<file path="src/rtl/regfile_wb_arbiter.sv">
// rtl/regfile_wb_arbiter.sv - writeback arbiter, one-entry rd output stage and in-flight forwarding
// Optional feature: REGFILE_ARB_RR_EN selects round-robin arbitration (default fixed priority).
module regfile_wb_arbiter #(
    parameter int XLEN = 32,
    parameter int NREQ = 3
) (
    input  logic                 clk,
    input  logic                 rstn,
    input  logic [NREQ-1:0]      i_req_valid,
    output logic [NREQ-1:0]      o_req_ready,
    input  logic [NREQ*5-1:0]    i_req_waddr,
    input  logic [NREQ*XLEN-1:0] i_req_wdata,
    output logic [4:0]           o_rd_waddr,
    output logic [XLEN-1:0]      o_rd_wdata,
    input  logic [4:0]           i_rs1_raddr,
    input  logic [4:0]           i_rs2_raddr,
    output logic                 o_rs1_fwd,
    output logic                 o_rs2_fwd,
    output logic [XLEN-1:0]      o_fwd_data,
    output logic                 o_contention
);

    localparam int IDXW = (NREQ > 1) ? $clog2(NREQ) : 1;

    logic [NREQ-1:0] grant;
    logic            gnt_any;
    logic [4:0]      sel_waddr;
    logic [XLEN-1:0] sel_wdata;
    logic [4:0]      waddr_q;
    logic [XLEN-1:0] wdata_q;
    logic [3:0]      valid_cnt;

`ifdef REGFILE_ARB_RR_EN
    logic [IDXW-1:0] ptr;
    logic [IDXW-1:0] gnt_idx;
    int              cand;

    // Search starts at the pointer and wraps; first valid requester wins.
    always_comb begin
        grant     = '0;
        gnt_any   = 1'b0;
        gnt_idx   = '0;
        sel_waddr = '0;
        sel_wdata = '0;
        cand      = 0;
        for (int off = 0; off < NREQ; off++) begin
            cand = (int'(ptr) + off) % NREQ;
            if (!gnt_any && i_req_valid[cand]) begin
                gnt_any     = 1'b1;
                gnt_idx     = IDXW'(cand);
                grant[cand] = 1'b1;
                sel_waddr   = i_req_waddr[5*cand +: 5];
                sel_wdata   = i_req_wdata[XLEN*cand +: XLEN];
            end
        end
    end

    always_ff @(posedge clk) begin
        if (!rstn) begin
            ptr <= '0;
        end else if (gnt_any) begin
            ptr <= (gnt_idx == IDXW'(NREQ - 1)) ? '0 : gnt_idx + 1'b1;
        end
    end
`else
    always_comb begin
        grant     = '0;
        gnt_any   = 1'b0;
        sel_waddr = '0;
        sel_wdata = '0;
        for (int i = 0; i < NREQ; i++) begin
            if (!gnt_any && i_req_valid[i]) begin
                gnt_any   = 1'b1;
                grant[i]  = 1'b1;
                sel_waddr = i_req_waddr[5*i +: 5];
                sel_wdata = i_req_wdata[XLEN*i +: XLEN];
            end
        end
    end
`endif

    always_comb begin
        valid_cnt = '0;
        for (int i = 0; i < NREQ; i++) begin
            valid_cnt = valid_cnt + {3'b000, i_req_valid[i]};
        end
    end

    assign o_contention = (valid_cnt > 4'd1);
    assign o_req_ready  = rstn ? grant : '0;

    // Data holds when idle; only the address signals a write.
    always_ff @(posedge clk) begin
        if (!rstn) begin
            waddr_q <= '0;
            wdata_q <= '0;
        end else if (gnt_any) begin
            waddr_q <= sel_waddr;
            wdata_q <= sel_wdata;
        end else begin
            waddr_q <= '0;
        end
    end

    // Gating by reset keeps an in-flight write from reaching the regfile while reset is held.
    assign o_rd_waddr = rstn ? waddr_q : 5'd0;
    assign o_rd_wdata = wdata_q;
    assign o_fwd_data = wdata_q;
    assign o_rs1_fwd  = (o_rd_waddr != 5'd0) && (i_rs1_raddr == o_rd_waddr);
    assign o_rs2_fwd  = (o_rd_waddr != 5'd0) && (i_rs2_raddr == o_rd_waddr);

endmodule

</file>
<file path="config.mk">
export PLATFORM = sky130hd
export DESIGN_NAME = regfile_wb_arbiter
export DESIGN_NICKNAME = d
export VERILOG_FILES = /design/src/rtl/regfile_wb_arbiter.sv
export SDC_FILE = /design/constraint.sdc
export NUM_CORES = 1
export LEC_CHECK = 0
export ABC_CLOCK_PERIOD_IN_PS = 1480
export BUFFER_PORTS_ARGS = -buffer_cell sky130_fd_sc_hd__buf_2
export CAP_MARGIN = 5
export CORE_ASPECT_RATIO = 1.4
export CORE_MARGIN = 5
export CORE_UTILIZATION = 39
export DETAILED_ROUTE_END_ITERATION = 16
export PLACE_DENSITY = 0.88
export SYNTH_ARGS = -nofsm -noshare
export SYNTH_HDL_FRONTEND = slang
export SYNTH_SLANG_ARGS = --single-unit
</file>
<file path="constraint.sdc">
create_clock -name clk -period 1.48 [get_ports clk]
set_input_delay 0.074 -clock clk [delete_from_list [all_inputs] [get_ports clk]]
set_output_delay 0.074 -clock clk [all_outputs]
set_load 0.1 [all_outputs]
</file>
Word-level counts from Yosys, hierarchy flattened
Cells that the tools add are included.

cells by class
  $lt $le $gt $ge = 1
  multiplexer cells = 13
  add/subtract/negate cells = 2
  reductions and logical operators = 8
  equality and inequality tests = 2

operators with widths
  kind                                                 count
  two-way mux 32 bit                                   3
  two-way mux 5 bit                                    4
  equality test 5 bit                                  2
  two-way mux 1 bit                                    5
  nonzero test 5 bit                                   1
  logical AND 1 bit                                    4
  adder 2 x 1 -> 3 bit                                 1
  > comparator 3 x 1 -> 1 bit (second input constant)  1
  two-way mux 3 bit                                    1
  adder 1 x 1 -> 2 bit                                 1
  logical NOT 1 bit                                    2
  AND reduction 2 bit                                  1

storage, ports and cells
  output and inout port bits = 75
  flip-flop bits (word level) = 37
  input bits = 126

Longest topological paths before layout
Gate-level depths: netlist of the first run.

  depth after elaboration = 8
  gate-level depth with buffers = 6

Worst setup path before layout of the first run
No wires, ideal clock.

  path kind = reg-to-output
  from = register waddr_q[2]
  to = output o_rs1_fwd
  arrival = 3.474 ns
  path buffers = 0
  stages on the path, launching flop included = 4
  path slack = -2.068 ns
  cell sequence = dfxtp_1 or4_1 nor2_1 nor4_1

between the ends
  cells in the longest elaborated chain, start to end = 3
  elaborated cells on any way between the ends = 4

RTL lines
  element                                                           line  source
  from (decl)                                                       29    logic [4:0] waddr_q;
  from (signal assigned)                                            98    waddr_q <= sel_waddr;
  two-way mux 5 bit (*)                                             106   assign o_rd_waddr = rstn ? waddr_q : 5'd0;
  equality test 5 bit / nonzero test 5 bit (equally long branches)  109   assign o_rs1_fwd = (o_rd_waddr != 5'd0) && (i_rs1_raddr == o_rd_waddr);
  logical AND 1 bit (*)                                             109
  to (decl)                                                         17    output logic o_rs1_fwd,

Mark *: on every way between the ends. The rest lies on a longest branch, timed or not.

Final worst setup path of the first run
  from = register waddr_q[0]
  to = output o_rs1_fwd

The elaborated chain is that of the path after synthesis.

==> results of run 1 <==
## per-stage QoR
step                setup WS [ns]  hold WS, ns  instances  power (mW)
floorplan                  -0.269        0.182        278        2.66
global placement           0.0211        0.274        508        3.00
detailed placement        -0.0398        0.288        508        3.03
CTS                        -0.232      0.00725        517        3.74
global route               -0.242       0.0281        516        3.86
finish                     -0.166       0.0132        516        3.71
## area by class of cell
cell class | count | area [µm²] | area share, %
clock inverters | 1 | 7.51 | 0.213
inverters | 1 | 3.75 | 0.106
multi-input cells | 183 | 1280 | 36.4
clock buffers | 7 | 76.3 | 2.16
flip-flops and latches | 37 | 758 | 21.5
well taps | 70 | 87.6 | 2.48
repair buffers | 217 | 1310 | 37.2
## state kept, by name, indices dropped and copies added (netlist names)
register,cells
o_fwd_data,32
waddr_q,5
## power breakdown
group	switching, mW	leakage (nW)	internal [mW]	total, mW
Clock	0.342	0.0385	0.333	0.675
Sequential	0.0574	0.312	1.08	1.14
Combinational	1.45	1.37	0.439	1.89
Total	1.85	1.72	1.85	3.71
## kinds of logic (layout without fill, tap and decap cells)
family / count (synthesis) / after routing / synth area share (%)
compound gates: 93 / 93 / 28.2
xor+xnor: 10 / 10 / 3.74
fa+ha+maj: 1 / 1 / 0.534
buf+inv: 58 / 226 / 17.3
flops: 37 / 37 / 31.6
simple gates: 79 / 79 / 18.7
## what timing repair did
action | CTS | global route
setup buffers | 0 | 0
hold buffers | 1 | 0
hold endpoints to repair | 1 | 0
gates resized for setup | 20 | 0
pin swaps | 12 | 4
setup endpoints to repair | 2 | 2
## how the worst max path moves through the flow
stage,to,depth (start not counted)
after floorplan,o_rs1_fwd,3
after global placement,o_rs2_fwd,5
after detailed placement,o_rs2_fwd,5
after CTS,o_rs2_fwd,5
after global routing,o_rs2_fwd,4
final,o_rs1_fwd,4
## worst max-delay path, stage by stage, from the launching register on
cell and delay (ns):
dfxtp_2 0.33, or4_4 0.54, nor2_4 0.16, nor4_4 0.07, buf_6 0.19
## per-layer routing
metal  global-route usage, %  up-vias
met1                    23.3     1295
met4                    9.02        0
met5                       0        -
met3                    4.47       24
li1                        -     1308
met2                    39.6      162
## cells in the final DEF, fill, tap and decap left out
cell type,count
nor2b_4,1
and2_1,6
ha_1,1
a211oi_1,10
nor3_1,5
or4_4,1
nand3_1,9
o31ai_1,11
dlygate4sd3_1,1
buf_6,4
clkinvlp_4,1
nand2_1,24
nand4_1,2
dfxtp_1,23
and2b_1,3
and4bb_2,1
a21o_1,1
buf_2,189
xnor2_2,6
buf_4,12
clkbuf_1,2
nor2_1,5
buf_12,11
inv_1,1
clkbuf_8,5
xor2_1,4
dfxtp_2,14
nor2_4,1
a221oi_1,21
nor4_4,2
o21ai_0,29
nor2b_1,17
a221oi_2,6
o21ai_1,15
and3_1,1
nor4b_4,1
==> flow_summary.toml, run 1 <==
[status]
status = "finished with violations"
violations = "setup timing"

[logic_synthesis]
synth_edf_count = 0
synth_area_per_cell_um2 = 8.43
synth_cell_types = 31
yosys_warnings = 0
ys_seq_elements = 37
synth-main-ff-cell = "dfxtp_1"
synthArstFlopShare_pct = 0
synth.top_cells.by_count = "buf_4, dfxtp_1, o21ai_0, nand2_1, a221oi_1"
syn_inst = 278
synth.area.top_cells = "dfxtp_1, buf_4, a221oi_1"
yosysSeqAreaShare_pct = 31.6
synth_top_cell_by_area = "dfxtp_1"
netlist.area_leader.share_pct = 31.6
netlist_area_mm2 = 0.00234
syn_nets = 405

[clock_network]
h-tree-depth = 2
cts_buffers = 5
clock_latency_ns = 0.28
cts.path.max_buffers = 2
clk_pin_slew_worst_paths_ns = 0.07
cts.sinks = 37
cts_tree = "built"
clockRootBuffer = "clkbuf_8"

[timing]
post-route-period-util_pct = 111
clock.fmax_mhz = 607
relSlewSlack_pct = 66.7
setup_tns_ns = -0.332
finClkSkew_ns = 0
finalWorstSetupSlack_ns = -0.166
setup_viol = 2
drv_slew = 0
hold_viol = 0
period_needed_ns = 1.65
worst_pin_slew_ns = 0.504
rsz0062_at_grt = "true"

[layout]
drive_gt1_share_pct = 57.2
fill_cells = 514
final_util_pct = 60.2
area_delta_synth_final_pct = 50.6
final_nets = 572
antennaDiodeCount = 0
design_area_mm2 = 0.00353

[routing]
dr_total_vias = 2789
drt_iter0_drc = 80
vias_per_cell = 5.41
wl_per_cell_um = 16.7
dr.pass1.iters = 4
wl_met3_um = 822
drt_wl_total_um = 8610
top_layer = "met4"
wl_met2_um = 4610
drc = 0
ant_nets = 0
wl_met1_um = 2920

[setup_path]
rr_worst_depth = 3
crit_type = "flip-flop to output pin"
cp-startpoint = "waddr_q[0]"
cp.required_ns = 1.41
worstPathArrival_ns = 1.57
regToRegEndpoint = "o_fwd_data[6]"
reg2reg_from = "o_fwd_data[6]"
end_kind = "output pin"
worst_setup_path_start_kind = "flip-flop"
r2r_slack_ns = 0.56
cp_max_fo = 2

[global_routing]
grt_overflow = 0
first_global_vias = 2810
grt_pass1_wl_um = 12900
grt_max_degree = 28
track_usage_pct = 21.6
antenna_found_initial = 0

[worst_hold_path]
hold_end = "o_fwd_data[28]"
hp-class = "input pin to flip-flop"
hold_start = "i_req_wdata[28]"
hold_depth = 3

[floorplan]
coreArea_mm2 = 0.00586
die_w_um = 75.5
core.rowCount = 33
initial_core_util_pct = 39.9
die_h_um = 102
floorplan.io_pins = 201
die_area_mm2 = 0.00768

[placed_design]
place_hpwl_um = 6790
portBuffers = 200
place.gp.congestion = 0.895
post_dp_cell_area_mm2 = 0.00336

[pwr]
powerDensity_mw_per_mm2 = 1050
leakage_nw = 1.72
irDropWorstVdd_mv = 0.529

[run]
drv_cap = 0
(Power assumes the default switching activity.)
==> inputs of run 2 (changes only) <==
--- a/config.mk
+++ b/config.mk
@@ -12,7 +12,7 @@
 export CORE_MARGIN = 5
 export CORE_UTILIZATION = 39
 export DETAILED_ROUTE_END_ITERATION = 16
-export PLACE_DENSITY = 0.88
+export PLACE_DENSITY = 0.82
 export SYNTH_ARGS = -nofsm -noshare
 export SYNTH_HDL_FRONTEND = slang
 export SYNTH_SLANG_ARGS = --single-unit
==> run 2 against run 1 <==
  * Critical path depth is 1 higher
  * Non-clock buffer count is 1 lower
  * Clock skew stayed put
  * Via count is 2.4% lower
  * Clock power is 3.1% higher
  * The run still ends with setup timing left
  * Highest routed layer unchanged
  * Register-to-register slack worse by 0.07 ns
  * Worst hold slack better by 0.012 ns
  * Routed wire length is 4.3% lower
==> flow_summary.toml, run 2 (same netlist as run 1, synthesis figures left out) <==
[clock_network]
clock_latency_ns = 0.28
cts_tree = "built"
cts_buffers = 5
cts.sinks = 37
clockRootBuffer = "clkbuf_8"
h-tree-depth = 2
cts.path.max_buffers = 2
clk_pin_slew_worst_paths_ns = 0.07

[timing]
hold_viol = 0
post-route-period-util_pct = 112
relSlewSlack_pct = 47.9
finClkSkew_ns = 0
rsz0062_at_grt = "true"
drv_slew = 0
setup_viol = 2
clock.fmax_mhz = 602
period_needed_ns = 1.66
finalWorstSetupSlack_ns = -0.181
worst_pin_slew_ns = 0.780

[worst_hold_path]
hold_depth = 3
hp-class = "input pin to flip-flop"

[floorplan]
die_h_um = 102
floorplan.io_pins = 201
core.rowCount = 33
die_area_mm2 = 0.00768
initial_core_util_pct = 39.9
coreArea_mm2 = 0.00586
die_w_um = 75.5

[pwr]
pwr-share-seq_pct = 30.8
leakage_nw = 1.69
irDropWorstVdd_mv = 0.613
powerDensity_mw_per_mm2 = 1060
pwr-share-comb_pct = 50.3
switchingPower_mw = 1.82
switching_share_pct = 49.3
clkPwrFrac_pct = 18.9
p_int_mw = 1.87

[setup_path]
rr_worst_depth = 3
r2r_slack_ns = 0.49
worst_setup_path_start_kind = "flip-flop"
crit_family = "simple AND/OR/NAND/NOR gates"
cp_slowest_stage_delay_ns = 0.51
cp_cell_sequence = "or4_1, nor2_1, buf_4, nor4_4, buf_6"
cp.buffers_inverters = 2
crit_type = "flip-flop to output pin"
cp.required_ns = 1.41
cp_max_fo = 2
end_kind = "output pin"
cp.depth = 5
cp_slowest_cell = "or4_1"
worstPathArrival_ns = 1.59

[global_routing]
grt_pass1_wl_um = 12100
grt_overflow = 0
antenna_found_initial = 0
grt_max_degree = 53
first_global_vias = 2645
track_usage_pct = 20.2

[placed_design]
place_hpwl_um = 6560
place.gp.congestion = 0.823
place_ws_ns = -0.00856
portBuffers = 200
post_dp_cell_area_mm2 = 0.00336

[layout]
drive_gt1_share_pct = 54.5
design_area_mm2 = 0.00347
multiInputGateArea_mm2 = 0.00123
antennaDiodeCount = 0
fill_cells = 545
final_common_cell = "buf_2"
largest_register_ffs = 32
area_delta_synth_final_pct = 48.0
mostFrequentLayoutCells = "buf_2, o21ai_0, dfxtp_1"
final_nets = 571
regArea_um2 = 753

[routing]
dr.pass1.iters = 4
drc = 0
wl_per_cell_um = 16.0
ant_nets = 0
dr_total_vias = 2722
drt_iter0_drc = 148
drt_wl_total_um = 8240
vias_per_cell = 5.30

[status]
violations = "setup timing"
status = "finished with violations"

[run]
drv_cap = 0
run 2: cell types whose count changed in the layout (fill, tap and decap cells not counted), sizes merged:
| cell | change |
|---|---|
| buf | -1 |
| clkinvlp | -1 |
run 2: what timing repair did:
action | in CTS | in global routing
buffers inserted | 0 | 0
setup endpoints to repair | 2 | 2
hold buffers | 1 | 0
gates resized for setup | 4 | 0
hold endpoints to repair | 1 | 0
run 2: path summary, 6_finish.rpt:
kind                                        to             from
worst max-delay path                 o_rs1_fwd       waddr_q[3]
worst min-delay path            o_fwd_data[28]  i_req_wdata[28]
worst max register to register   o_fwd_data[5]    o_fwd_data[5]
worst min register to register  o_fwd_data[22]   o_fwd_data[22]
run 2: routing by layer:
metal / wire [µm] / track usage [%]
met1: 2930 / 22.3
met2: 4410 / 37.0
met3: 727 / 4.27
met4: 167 / 7.27
met5: 0 / 0
run 2: cell type report:
cell class                 instances  share of cell area [%]
clock buffer                       7                    2.49
inverter                           1                   0.108
multi-input combinational        183                    35.4
sequential                        37                    21.7
tap                               70                    2.53
timing repair buffer             216                    37.7
run 2: worst reg2reg max path: stages, from the launching register on:
cell and delay (ns):
dfxtp_2 0.32, and2b_1 0.15, a211oi_1 0.28, o31ai_1 0.12
run 2: metrics by stage:
step                      instances  setup TNS (ns)  power [mW]  hold WS (ns)  util (%)
after CTS                       514          -0.406        3.73        0.0180      59.1
after detailed placement        506        -0.00856        3.02         0.293      57.3
after global routing            514          -0.532        3.83        0.0208      59.1
after floorplan                 278          -0.539        2.66         0.182         -
after global placement          506               0        2.99         0.281      57.3
final                           514          -0.357        3.69        0.0255      59.1
run 2: power by group through the flow:
| stage | sequential, mW | clock [mW] | combinational, mW |
|---|---|---|---|
| 6_report | 1.14 | 0.696 | 1.86 |
| 5_1_grt | 1.15 | 0.761 | 1.93 |
| 4_1_cts | 1.14 | 0.728 | 1.86 |
| 3_5_place_dp | 1.16 | 0 | 1.86 |
| 3_3_place_gp | 1.15 | 0 | 1.84 |
| 2_1_floorplan | 1.66 | 0 | 1.00 |
==> inputs of run 3 (changes only) <==
==> config.mk (replaced) <==
export PLATFORM = sky130hd
export DESIGN_NAME = regfile_wb_arbiter
export DESIGN_NICKNAME = d
export VERILOG_FILES = /design/src/rtl/regfile_wb_arbiter.sv
export SDC_FILE = /design/constraint.sdc
export NUM_CORES = 1
export LEC_CHECK = 0
export ABC_CLOCK_PERIOD_IN_PS = 2100
export BUFFER_PORTS_ARGS = -buffer_cell sky130_fd_sc_hd__buf_4
export CAP_MARGIN = 5
export CORE_ASPECT_RATIO = 1.4
export CORE_MARGIN = 5
export CORE_UTILIZATION = 42
export DETAILED_ROUTE_END_ITERATION = 16
export PLACE_DENSITY = 0.87
export SYNTH_ARGS = -nofsm -noshare
export SYNTH_HDL_FRONTEND = slang
export SYNTH_SLANG_ARGS = --single-unit
==> constraint.sdc (replaced) <==
create_clock -name clk -period 2.1 [get_ports clk]
set_input_delay 0.21 -clock clk [delete_from_list [all_inputs] [get_ports clk]]
set_output_delay 0.21 -clock clk [all_outputs]
set_load 0.1 [all_outputs]
==> run 3 against run 2 <==
  * The run now ends clean
  * Clock power is 32% lower
  * First-iteration DRC count up 14%
  * Register-to-register slack better by 0.66 ns
  * Core utilization is 7.9 points higher
  * Routed wire length increased by 5.4%
  * Global-route usage grew 2.7 points
  * Die area shrank 6.3%
  * Sequential power shrank 29%
  * Flip-flop and latch count unchanged
  * Critical endpoint unchanged
  * Count of clock-buffer cells in the layout is 1 higher
  * Combinational power down 26%
==> flow_summary.toml, run 3 (same netlist as run 1, synthesis figures left out) <==
[status]
status = "finished, final reports clean"

[worst_hold_path]
hp-class = "input pin to flip-flop"
hold_start = "i_req_wdata[31]"
hold_depth = 3
hold_end = "o_fwd_data[31]"

[clock_network]
clk_pin_slew_worst_paths_ns = 0.07
h-tree-depth = 2
cts.path.max_buffers = 2
post-cts-setup-buffers = 0
cts_tree = "built"
cts.sinks = 37
cts_buffers = 5
clockRootBuffer = "clkbuf_8"
clock_latency_ns = 0.28
cts_hold_repair.buffers = 0

[layout]
drive_gt1_share_pct = 51.2
design_area_mm2 = 0.00368
largest_register_ffs = 32
layout.cells.non_filler = 502
regArea_um2 = 741
final_nets = 560
antennaDiodeCount = 0
multiInputGateArea_mm2 = 0.00123
final_common_cell = "buf_4"
area_delta_synth_final_pct = 57.1
mostFrequentLayoutCells = "buf_4, dfxtp_1, o21ai_0"
fill_cells = 460

[run]
drv_cap = 0

[setup_path]
rr_worst_depth = 3
worstPathArrival_ns = 1.77
reg2reg_from = "o_fwd_data[6]"
cp.required_ns = 1.89
regToRegEndpoint = "o_fwd_data[6]"
worst_setup_path_start_kind = "flip-flop"
crit_type = "flip-flop to output pin"
r2r_slack_ns = 1.15
end_kind = "output pin"
cp_max_fo = 4

[routing]
drt_wl_total_um = 8680
dr_total_vias = 2653
ant_nets = 0
vias_per_cell = 5.28
drt_iter0_drc = 168
drc = 0
dr.pass1.iters = 4
wl_per_cell_um = 17.3

[timing]
finClkSkew_ns = 0
drv_slew = 0
worst_pin_slew_ns = 0.775
rsz0062_at_grt = "false"
finalWorstSetupSlack_ns = 0.125
setup_tns_ns = 0
relSlewSlack_pct = 48.2
clock.fmax_mhz = 506
hold_viol = 0
post-route-period-util_pct = 94.0
setup_viol = 0
period_needed_ns = 1.98

[floorplan]
die_area_mm2 = 0.00719
initial_core_util_pct = 42.7
die_w_um = 73.1
core.rowCount = 32
die_h_um = 98.4
floorplan.io_pins = 201
coreArea_mm2 = 0.00549

[pwr]
irDropWorstVdd_mv = 0.447
powerDensity_mw_per_mm2 = 721
totalPowerFinal_mw = 2.65
leakage_nw = 1.72

[placed_design]
place_hpwl_um = 6810
portBuffers = 200
post_dp_cell_area_mm2 = 0.00360
place.gp.congestion = 0.812
dp.cells = 494
place_ws_ns = 0.322

[global_routing]
grt_max_degree = 33
track_usage_pct = 23.0
first_global_vias = 2741
grt_pass1_wl_um = 13200
antenna_found_initial = 0
grt_overflow = 0
[run 3: cell count changes in the layout (fill, tap and decap cells not counted)]
cell / previous run / this run
nor2_1: 6 / 5
buf_12: 12 / 0
dlygate4sd3_1: 1 / 0
dfxtp_1: 27 / 37
buf_4: 12 / 205
dfxtp_2: 10 / 0
buf_2: 189 / 0
clkbuf_1: 1 / 3
nor2_2: 0 / 1
clkbuf_8: 6 / 5
buf_6: 2 / 0
[run 3: worst max-delay path by stage]
stage / start / endpoint / slack, ns / cells past startpoint
floorplan: rstn / o_rs1_fwd / 0.17 / 4
global placement: waddr_q[3] / o_rs1_fwd / 0.41 / 4
detailed placement: waddr_q[3] / o_rs1_fwd / 0.32 / 4
CTS: waddr_q[3] / o_rs1_fwd / 0.002 / 4
global route: waddr_q[3] / o_rs1_fwd / 0.07 / 4
finish: waddr_q[3] / o_rs1_fwd / 0.12 / 4
[run 3: per-layer routing]
metal / global-route usage, % / up-vias / wire [µm]
met5: 0 / - / 0
met4: 7.81 / 0 / 205
met3: 6.18 / 18 / 720
met2: 40.9 / 122 / 4710
met1: 25.4 / 1226 / 3050
li1: - / 1287 / -
[run 3: power breakdown]
| group | switching, mW | internal [mW] |
|---|---|---|
| Combinational | 1.00 | 0.371 |
| Sequential | 0.0491 | 0.759 |
| Clock | 0.239 | 0.236 |
[run 3: critical path: stages (launching register included)]
cell     delay [ns]
dfxtp_1        0.34
or4_1          0.56
nor2_2         0.25
nor4_4         0.09
buf_4          0.24
[run 3: repair_timing]
action / in CTS / in global routing
gates resized for setup: 0 / 1
endpoints found under the hold margin: 0 / 0
setup endpoints to repair: 0 / 2
[run 3: area by class of cell]
cell class,count,area share [%]
Timing Repair Buffer,205,41.8
Multi-Input combinational cell,183,33.4
Sequential cell,37,20.1
Tap cell,68,2.31
Clock buffer,8,2.18
Inverter,1,0.102
[run 3: metrics by stage]
stage	utilization, %	hold slack, ns
after floorplan	-	0.318
after global placement	65.6	0.425
after detailed placement	65.6	0.442
after CTS	67.0	0.144
after global routing	67.1	0.153
final	67.1	0.148
